**src/rtl/core_output_buf_multi_pkg.sv**
```systemverilog
// Shared types and helpers for the multi-slot core output buffer.
// Optional feature macro: CORE_OUTPUT_BUF_ERR_CNT_EN (overwrite error counter).
package core_output_buf_multi_pkg;

    // Default geometry of the buffer.
    localparam int CORE_OUT_N_CTX   = 4;
    localparam int CORE_OUT_N_WORDS = 8;

    // Output state machine, one-hot encoded.
    typedef enum logic [3:0] {
        ST_NONE  = 4'b0001,
        ST_READY = 4'b0010,
        ST_START = 4'b0100,
        ST_READ  = 4'b1000
    } out_state_t;

    // Ceiling log2; returns 0 for values <= 1.
    function automatic int clog2(input int value);
        int r;
        r = 0;
        for (int i = 0; i < 31; i++) begin
            if ((1 << i) < value) begin
                r = i + 1;
            end
        end
        return r;
    endfunction

endpackage

```
**src/rtl/core_output_buf_multi_if.sv**
```systemverilog
// Bus bundle between core write-back, the output buffer and the unit output mux.
//
// Handshake: core_out_ready high means a result is offered on ctx_num/seq_num.
// The consumer accepts it by raising rd_en while ready is high; the offer is
// taken exactly once. Beats then follow on dout with dout_valid = 1, beat 0
// flagged by core_out_start; beats are contiguous and cannot be stalled.
interface core_output_buf_multi_if #(
    parameter int IN_WIDTH  = 32,
    parameter int OUT_WIDTH = 16,
    parameter int CTX_W     = 2,
    parameter int WORD_W    = 3
);
    logic [IN_WIDTH-1:0]     din;
    logic                    wr_en;
    logic [CTX_W+WORD_W-1:0] wr_addr;
    logic                    wr_seq;
    logic [OUT_WIDTH-1:0]    dout;
    logic                    dout_valid;
    logic                    core_out_ready;
    logic                    core_out_start;
    logic [CTX_W-1:0]        core_out_ctx_num;
    logic                    core_out_seq_num;
    logic                    rd_en;

    // Environment side: writer and consumer.
    modport master (
        output din, wr_en, wr_addr, wr_seq, rd_en,
        input  dout, dout_valid, core_out_ready, core_out_start,
               core_out_ctx_num, core_out_seq_num
    );

    // Buffer side.
    modport slave (
        input  din, wr_en, wr_addr, wr_seq, rd_en,
        output dout, dout_valid, core_out_ready, core_out_start,
               core_out_ctx_num, core_out_seq_num
    );
endinterface

```
**src/rtl/core_output_buf_multi_rr_select.sv**
```systemverilog
// Round-robin picker: returns the first requesting index after ptr, wrapping.
module core_output_buf_multi_rr_select
    import core_output_buf_multi_pkg::*;
#(
    parameter int N = 4,
    localparam int W = clog2(N)
) (
    input  logic [N-1:0] req_i,
    input  logic [W-1:0] ptr_i,
    output logic [W-1:0] grant_idx_o,
    output logic         any_o
);
    logic [W-1:0] idx;

    // Scan from farthest to nearest so the nearest request after ptr wins.
    always_comb begin
        grant_idx_o = '0;
        any_o       = 1'b0;
        idx         = '0;
        for (int i = N; i >= 1; i--) begin
            idx = ptr_i + W'(i);
            if (req_i[idx]) begin
                grant_idx_o = idx;
                any_o       = 1'b1;
            end
        end
    end
endmodule

```
**src/rtl/core_output_buf_multi.sv**
```systemverilog
// Multi-slot output buffer: stores N_CTX results in block RAM and streams them
// as OUT_WIDTH beats (low slice first), servicing full slots round-robin.
// Optional feature macro: CORE_OUTPUT_BUF_ERR_CNT_EN adds the err_cnt port.
module core_output_buf_multi
    import core_output_buf_multi_pkg::*;
#(
    parameter int N_CTX     = CORE_OUT_N_CTX,
    parameter int N_WORDS   = CORE_OUT_N_WORDS,
    parameter int IN_WIDTH  = 32,
    parameter int OUT_WIDTH = 16
) (
    input  logic                   CLK,
    input  logic                   rst,
    core_output_buf_multi_if.slave bus,
    output out_state_t             dbg_state_o,
    output logic [N_CTX-1:0]       dbg_full_o
`ifdef CORE_OUTPUT_BUF_ERR_CNT_EN
    ,
    output logic [15:0]            err_cnt
`endif
);
    localparam int CTX_W  = clog2(N_CTX);
    localparam int WORD_W = clog2(N_WORDS);
    localparam int RATIO  = IN_WIDTH / OUT_WIDTH;
    localparam int SEL_W  = clog2(RATIO);
    localparam int SLC_W  = (SEL_W == 0) ? 1 : SEL_W;
    localparam int CNT_W  = WORD_W + SEL_W;
    localparam int DEPTH  = N_CTX * N_WORDS;
    localparam logic [CNT_W-1:0] LAST_BEAT = CNT_W'(N_WORDS * RATIO - 1);

    out_state_t        state_q, state_d;
    logic [N_CTX-1:0]  full_q, full_d, seq_q, seq_d;
    logic [CTX_W-1:0]  rr_ptr_q, rr_ptr_d, ctx_q, ctx_d, grant_idx;
    logic              seq_num_q, seq_num_d, ready_q, ready_d;
    logic              rearm_q, rearm_d, grant_any;
    logic [CNT_W-1:0]  beat_q, beat_d;
    logic [CTX_W-1:0]  wr_slot;
    logic [WORD_W-1:0] wr_word, rd_word;
    logic              wr_head;
    logic [SLC_W-1:0]  rd_slice, slice_q;
    logic              valid_q, start_q;
    logic [IN_WIDTH-1:0] ram_q;
    (* ram_style = "block" *) logic [IN_WIDTH-1:0] mem [DEPTH];

    assign wr_slot  = bus.wr_addr[CTX_W+WORD_W-1:WORD_W];
    assign wr_word  = bus.wr_addr[WORD_W-1:0];
    // The writer fills words high..low, so word 0 completes a result.
    assign wr_head  = bus.wr_en && (wr_word == '0);
    assign rd_word  = WORD_W'(beat_q / CNT_W'(RATIO));
    assign rd_slice = SLC_W'(beat_q % CNT_W'(RATIO));

    core_output_buf_multi_rr_select #(.N(N_CTX)) u_rr (
        .req_i       (full_q),
        .ptr_i       (rr_ptr_q),
        .grant_idx_o (grant_idx),
        .any_o       (grant_any)
    );

    // FSM and slot bookkeeping registers.
    always_ff @(posedge CLK) begin
        if (rst) begin
            state_q   <= ST_NONE;
            full_q    <= '0;
            seq_q     <= '0;
            rr_ptr_q  <= CTX_W'(N_CTX - 1);
            ctx_q     <= '0;
            seq_num_q <= 1'b0;
            ready_q   <= 1'b0;
            beat_q    <= '0;
            rearm_q   <= 1'b0;
        end else begin
            state_q   <= state_d;
            full_q    <= full_d;
            seq_q     <= seq_d;
            rr_ptr_q  <= rr_ptr_d;
            ctx_q     <= ctx_d;
            seq_num_q <= seq_num_d;
            ready_q   <= ready_d;
            beat_q    <= beat_d;
            rearm_q   <= rearm_d;
        end
    end

    // Next state: arbitration, offer, beat counting; a write to word 0 is
    // applied last so a set beats a clear on the same slot. A slot rewritten
    // while it streams stays full (rearm) so the new result is offered again.
    always_comb begin
        state_d   = state_q;
        full_d    = full_q;
        seq_d     = seq_q;
        rr_ptr_d  = rr_ptr_q;
        ctx_d     = ctx_q;
        seq_num_d = seq_num_q;
        ready_d   = ready_q;
        beat_d    = beat_q;
        rearm_d   = rearm_q;
        case (state_q)
            ST_NONE: begin
                rearm_d = 1'b0;
                if (grant_any) begin
                    ctx_d     = grant_idx;
                    seq_num_d = seq_q[grant_idx];
                    rr_ptr_d  = grant_idx;
                    ready_d   = 1'b1;
                    state_d   = ST_READY;
                end
            end
            ST_READY: begin
                if (bus.rd_en) begin
                    state_d = ST_START;
                end
            end
            ST_START: begin
                ready_d = 1'b0;
                beat_d  = '0;
                state_d = ST_READ;
            end
            ST_READ: begin
                beat_d = beat_q + 1'b1;
                if (beat_q == LAST_BEAT) begin
                    beat_d = '0;
                    if (!rearm_q) begin
                        full_d[ctx_q] = 1'b0;
                    end
                    state_d = ST_NONE;
                end
            end
            default: state_d = ST_NONE;
        endcase
        if (wr_head) begin
            full_d[wr_slot] = 1'b1;
            seq_d[wr_slot]  = bus.wr_seq;
            if ((state_q == ST_START || state_q == ST_READ) && wr_slot == ctx_q) begin
                rearm_d = 1'b1;
            end
        end
    end

    // Result RAM: write port from core, registered read port for streaming.
    always_ff @(posedge CLK) begin
        if (bus.wr_en) begin
            mem[bus.wr_addr] <= bus.din;
        end
        ram_q <= mem[{ctx_q, rd_word}];
    end

    // Output qualifiers aligned with the registered RAM read.
    always_ff @(posedge CLK) begin
        if (rst) begin
            valid_q <= 1'b0;
            start_q <= 1'b0;
            slice_q <= '0;
        end else begin
            valid_q <= (state_q == ST_READ);
            start_q <= (state_q == ST_READ) && (beat_q == '0);
            slice_q <= rd_slice;
        end
    end

    assign bus.dout             = valid_q ? ram_q[int'(slice_q) * OUT_WIDTH +: OUT_WIDTH] : '0;
    assign bus.dout_valid       = valid_q;
    assign bus.core_out_start   = start_q;
    assign bus.core_out_ready   = ready_q;
    assign bus.core_out_ctx_num = ctx_q;
    assign bus.core_out_seq_num = seq_num_q;
    assign dbg_state_o          = state_q;
    assign dbg_full_o           = full_q;

`ifdef CORE_OUTPUT_BUF_ERR_CNT_EN
    logic [15:0] err_cnt_q;

    // Count completions landing on a slot that is still full; saturating.
    always_ff @(posedge CLK) begin
        if (rst) begin
            err_cnt_q <= '0;
        end else if (wr_head && full_q[wr_slot] && err_cnt_q != 16'hFFFF) begin
            err_cnt_q <= err_cnt_q + 16'd1;
        end
    end

    assign err_cnt = err_cnt_q;
`endif
endmodule

```
**src/flat_wrapper.sv**
```systemverilog
// flat-port wrapper written by rule: the top's interface ports become plain ports
module core_output_buf_multi_flat import core_output_buf_multi_pkg::*;
#(
    parameter int N_CTX     = CORE_OUT_N_CTX,
    parameter int N_WORDS   = CORE_OUT_N_WORDS,
    parameter int IN_WIDTH  = 32,
    parameter int OUT_WIDTH = 16
)
  (CLK, rst, dbg_state_o, dbg_full_o, bus_din, bus_wr_en, bus_wr_addr, bus_wr_seq, bus_rd_en, bus_dout, bus_dout_valid, bus_core_out_ready, bus_core_out_start, bus_core_out_ctx_num, bus_core_out_seq_num);
  core_output_buf_multi_if #(.IN_WIDTH(IN_WIDTH), .OUT_WIDTH(OUT_WIDTH), .CTX_W(2), .WORD_W(3)) bus_i ();
  input  logic CLK;
  input  logic rst;
  output out_state_t dbg_state_o;
  output logic [N_CTX-1:0] dbg_full_o;
  input wire logic [$bits(bus_i.din)-1:0] bus_din;
  input wire logic [$bits(bus_i.wr_en)-1:0] bus_wr_en;
  input wire logic [$bits(bus_i.wr_addr)-1:0] bus_wr_addr;
  input wire logic [$bits(bus_i.wr_seq)-1:0] bus_wr_seq;
  input wire logic [$bits(bus_i.rd_en)-1:0] bus_rd_en;
  output wire logic [$bits(bus_i.dout)-1:0] bus_dout;
  output wire logic [$bits(bus_i.dout_valid)-1:0] bus_dout_valid;
  output wire logic [$bits(bus_i.core_out_ready)-1:0] bus_core_out_ready;
  output wire logic [$bits(bus_i.core_out_start)-1:0] bus_core_out_start;
  output wire logic [$bits(bus_i.core_out_ctx_num)-1:0] bus_core_out_ctx_num;
  output wire logic [$bits(bus_i.core_out_seq_num)-1:0] bus_core_out_seq_num;
  assign bus_i.din = bus_din;
  assign bus_i.wr_en = bus_wr_en;
  assign bus_i.wr_addr = bus_wr_addr;
  assign bus_i.wr_seq = bus_wr_seq;
  assign bus_i.rd_en = bus_rd_en;
  assign bus_dout = bus_i.dout;
  assign bus_dout_valid = bus_i.dout_valid;
  assign bus_core_out_ready = bus_i.core_out_ready;
  assign bus_core_out_start = bus_i.core_out_start;
  assign bus_core_out_ctx_num = bus_i.core_out_ctx_num;
  assign bus_core_out_seq_num = bus_i.core_out_seq_num;
  core_output_buf_multi #(.N_CTX(N_CTX), .N_WORDS(N_WORDS), .IN_WIDTH(IN_WIDTH), .OUT_WIDTH(OUT_WIDTH)) u_core (.CLK(CLK), .rst(rst), .bus(bus_i), .dbg_state_o(dbg_state_o), .dbg_full_o(dbg_full_o));
endmodule
```
**config.mk**
```make
export PLATFORM = sky130hd
export DESIGN_NAME = core_output_buf_multi_flat
export DESIGN_NICKNAME = d
export VERILOG_FILES = /design/src/rtl/core_output_buf_multi_pkg.sv /design/src/rtl/core_output_buf_multi_if.sv /design/src/rtl/core_output_buf_multi_rr_select.sv /design/src/rtl/core_output_buf_multi.sv /design/src/flat_wrapper.sv
export SDC_FILE = /design/constraint.sdc
export NUM_CORES = 1
export LEC_CHECK = 0
export ABC_CLOCK_PERIOD_IN_PS = 3990
export CORE_AREA = 2 2 373 375
export DETAILED_ROUTE_END_ITERATION = 8
export DIE_AREA = 0 0 375 377
export PLACE_DENSITY_LB_ADDON = 0.1
export SYNTH_ARGS = -nofsm -noshare
export SYNTH_HDL_FRONTEND = slang
export SYNTH_SLANG_ARGS = --single-unit
export TNS_END_PERCENT = 5
```
**constraint.sdc**
```tcl
create_clock -name CLK -period 3.99 [get_ports CLK]
set_input_delay 1.197 -clock CLK [delete_from_list [all_inputs] [get_ports CLK]]
set_output_delay 1.197 -clock CLK [all_outputs]
set_load 0.02 [all_outputs]
```
==> flow_summary_export.csv <==
group,metric,value,unit
setup_path,crit_path_start_kind,"flop",
sta,rsz0062_at_grt,"false",
global_routing,grt_pass1_vias,19200,
sta,max_freq,273,MHz
sta,clock_skew,0.0269,ns
die,die_w,375,um
logic_synthesis,avgSynthCellArea,24.0,sq um
logic_synthesis,synthesis.nets,1754,
die,design.core.area,137000,sq um
status,status,"completed",
clocking,ctsHtreeMaxLevel,3,
logic_synthesis,yosysUniqueCellTypes,41,
drt,num_vias,18500,
clocking,cts_hold_buf,0,
power,p_leak,14.5,nW
clocking,cts_tree,"yes",
run,max-cap-violations,0,
clocking,clock-root-buffer,"clkbuf_16",
place,post-place-cells,3588,
drt,drc,0,
global_routing,grt_start_max_net_pins,66,
drt,drt-pass1-iter-count,5,
global_routing,antenna_found_initial,20,
final_layout,nets,1957,
drt,routedWlPerCell,28.4,um
drt,wirelength,108,mm
sta,whs,0.469,ns
drt,postRouteAntennaNets,0,
final_layout,stdcell_count,3812,
logic_synthesis,ys_warn_count,0,
final_layout,area_delta_synth_final,18.9,%
final_layout,drive_above_1_share,33.7,%
setup_path,crit_arrival,2.47,ns
place,hpwlAfterDp,67.3,mm
power,ir_drop,0.362,mV
sta,hold_violations,0,
clocking,cts_sinks,1082,
logic_synthesis,syn_area,41000,sq um
setup_path,r2r_slack,1.20,ns
setup_path,required,2.79,ns
logic_synthesis,yosysTopAreaCell,"edfxtp_1",
setup_path,worstSetupPathType,"flop to output port",
min_path,min_path_type,"flop to flop",
final_layout,multiInputGateArea,8840,sq um
global_routing,overflow,0,
logic_synthesis,async_flop_share,0,%
logic_synthesis,syn_inst,1710,
sta,finalSetupViolCount,0,
setup_path,reg2regPathDepth,5,
place,portBuffers,71,
sta,relSlewSlack,35.2,%
die,dieArea,141000,sq um
place,gp_congestion,0.756,
logic_synthesis,synth_seq_cells,1082,
sta,finalCriticalPeriod,3.67,ns
die,rows,136,
logic_synthesis,ys_seq_area_share,77.8,%
setup_path,endpoint_kind,"output port",
min_path,hold_depth,2,
die,die_h,377,um
die,ios,72,
logic_synthesis,synth_ff_type,"edfxtp_1",
die,initial_core_util,29.9,%
sta,finalMaxSlewViolations,0,
global_routing,grt_pass1_wl,152,mm
clocking,cts-resized-gates,0,
logic_synthesis,synth-edff-count,1024,
sta,period_share,91.9,%
final_layout,num-fill-cells,12400,
logic_synthesis,synth.top_cell.area_share,75.0,%
clocking,cts_setup_buffers,0,
sta,tightest_slew,0.970,ns
clocking,clk_pin_slew,0.06,ns
clocking,clk_latency,0.73,ns
logic_synthesis,netlist_top_cells_area,"edfxtp_1, mux4_2, dfxtp_1, mux2_2, mux2i_1",
clocking,cts_made_buffers,117,
drt,vias_per_cell,4.85,
power,power_density,492,nW/um^2
setup_path,path_max_fanout,16,
final_layout,ff_latch_area,31900,sq um
global_routing,grtUsageTotal,15.4,%
clocking,cts_buffer_depth,3,
drt,drtIter0Drc,1880,
[registers in the layout (all words and copies together), names as in the netlist, 2 cells and up]
signal                       flops
u_core.beat_q                    4
u_core.bus.core_out_ctx_num      2
u_core.dbg_full_o                4
u_core.dbg_state_o               4
u_core.mem                    1024
u_core.ram_q                    32
u_core.rr_ptr_q                  2
u_core.seq_q                     4
[critical path: stages, from the launching register on]
cell             delay [ns]
dfxtp_1                0.31
buf_4                  0.29
mux2i_1                0.47
nor2b_1                0.11
clkdlybuf4s50_1        0.55
[metal layers]
layer / share of wire, % / GRT usage, % / vias to the layer above
met5: 0 / 0 / -
met2: 44 / 22.6 / 533
met4: 2.0 / 4.09 / 0
met1: 49 / 23.5 / 10100
li1: - / - / 7734
met3: 5.4 / 2.60 / 123
[worst paths after layout]
| check | from | endpoint |
|---|---|---|
| setup / recovery | u_core.slice_q$_SDFF_PP0_ | bus_dout[6] |
| hold reg to reg | u_core.seq_q[1]$_SDFFE_PP0P_ | u_core.seq_q[1]$_SDFFE_PP0P_ |
| hold / removal | u_core.seq_q[1]$_SDFFE_PP0P_ | u_core.seq_q[1]$_SDFFE_PP0P_ |
| setup reg to reg | u_core.beat_q[1]$_SDFFE_PP0P_ | u_core.ram_q[13]$_DFF_P_ |
[power by group]
group / internal (mW) / switching (mW)
Combinational: 0.229 / 0.484
Clock: 6.17 / 4.46
Sequential: 12.6 / 0.0860
Total: 19.0 / 5.03
[final cells by class]
cell class	instances	share of cell area [%]
clock inverters	64	1.26
flip-flops and latches	1082	65.5
multi-input cells	532	18.1
clock buffers	155	6.50
diodes	5	0.0257
well taps	1794	4.60
repair buffers	172	3.96
inverters	8	0.0616
[cells in the final DEF (no fill, tap or decap), types with 24 or more instances in the layout]
master and n:
clkinv_2 26, nor2_4 25, nor2_1 24, mux4_2 320, mux2_2 32, clkbuf_16 118, clkbuf_1 29, dfxtp_1 53
buf_4 60, clkdlybuf4s50_1 61, edfxtp_1 1024, buf_12 41
[stage by stage]
step	setup TNS, ns	total power [mW]	util, %	cell area [sq um]	worst slack, ns
2_1_floorplan	-21.36	13.1	-	41000	-0.226
3_3_place_gp	0	13.6	32.8	45000	0.506
3_5_place_dp	0	13.6	32.8	45000	0.472
4_1_cts	0	24.4	35.6	48800	0.281
5_1_grt	0	24.8	35.6	48800	0.233
6_report	0	24.0	35.6	48800	0.322
[cells by family after synthesis]
logic type | synth area share, %
compound gates | 0.503
xor+xnor | 0.0641
fa+ha+maj | 0.0610
buf+inv | 1.16
flops | 77.8
mux | 18.9
simple gates | 1.51
[Yosys cell counts (4+ instances only)]
library cell     n
inv_1            8
mux4_2         320
nor2b_1         21
a211oi_1         4
nand3_1          8
o21ai_0          7
nand2_1         14
buf_1            8
mux2_2          32
mux2i_1         19
clkbuf_1        47
nand2b_1         5
nor3_1           7
buf_4           20
edfxtp_1      1024
buf_6            4
dfxtp_1         58
buf_2            9
a21oi_1         11
nor2_1          49
(Power assumes the default switching activity.)
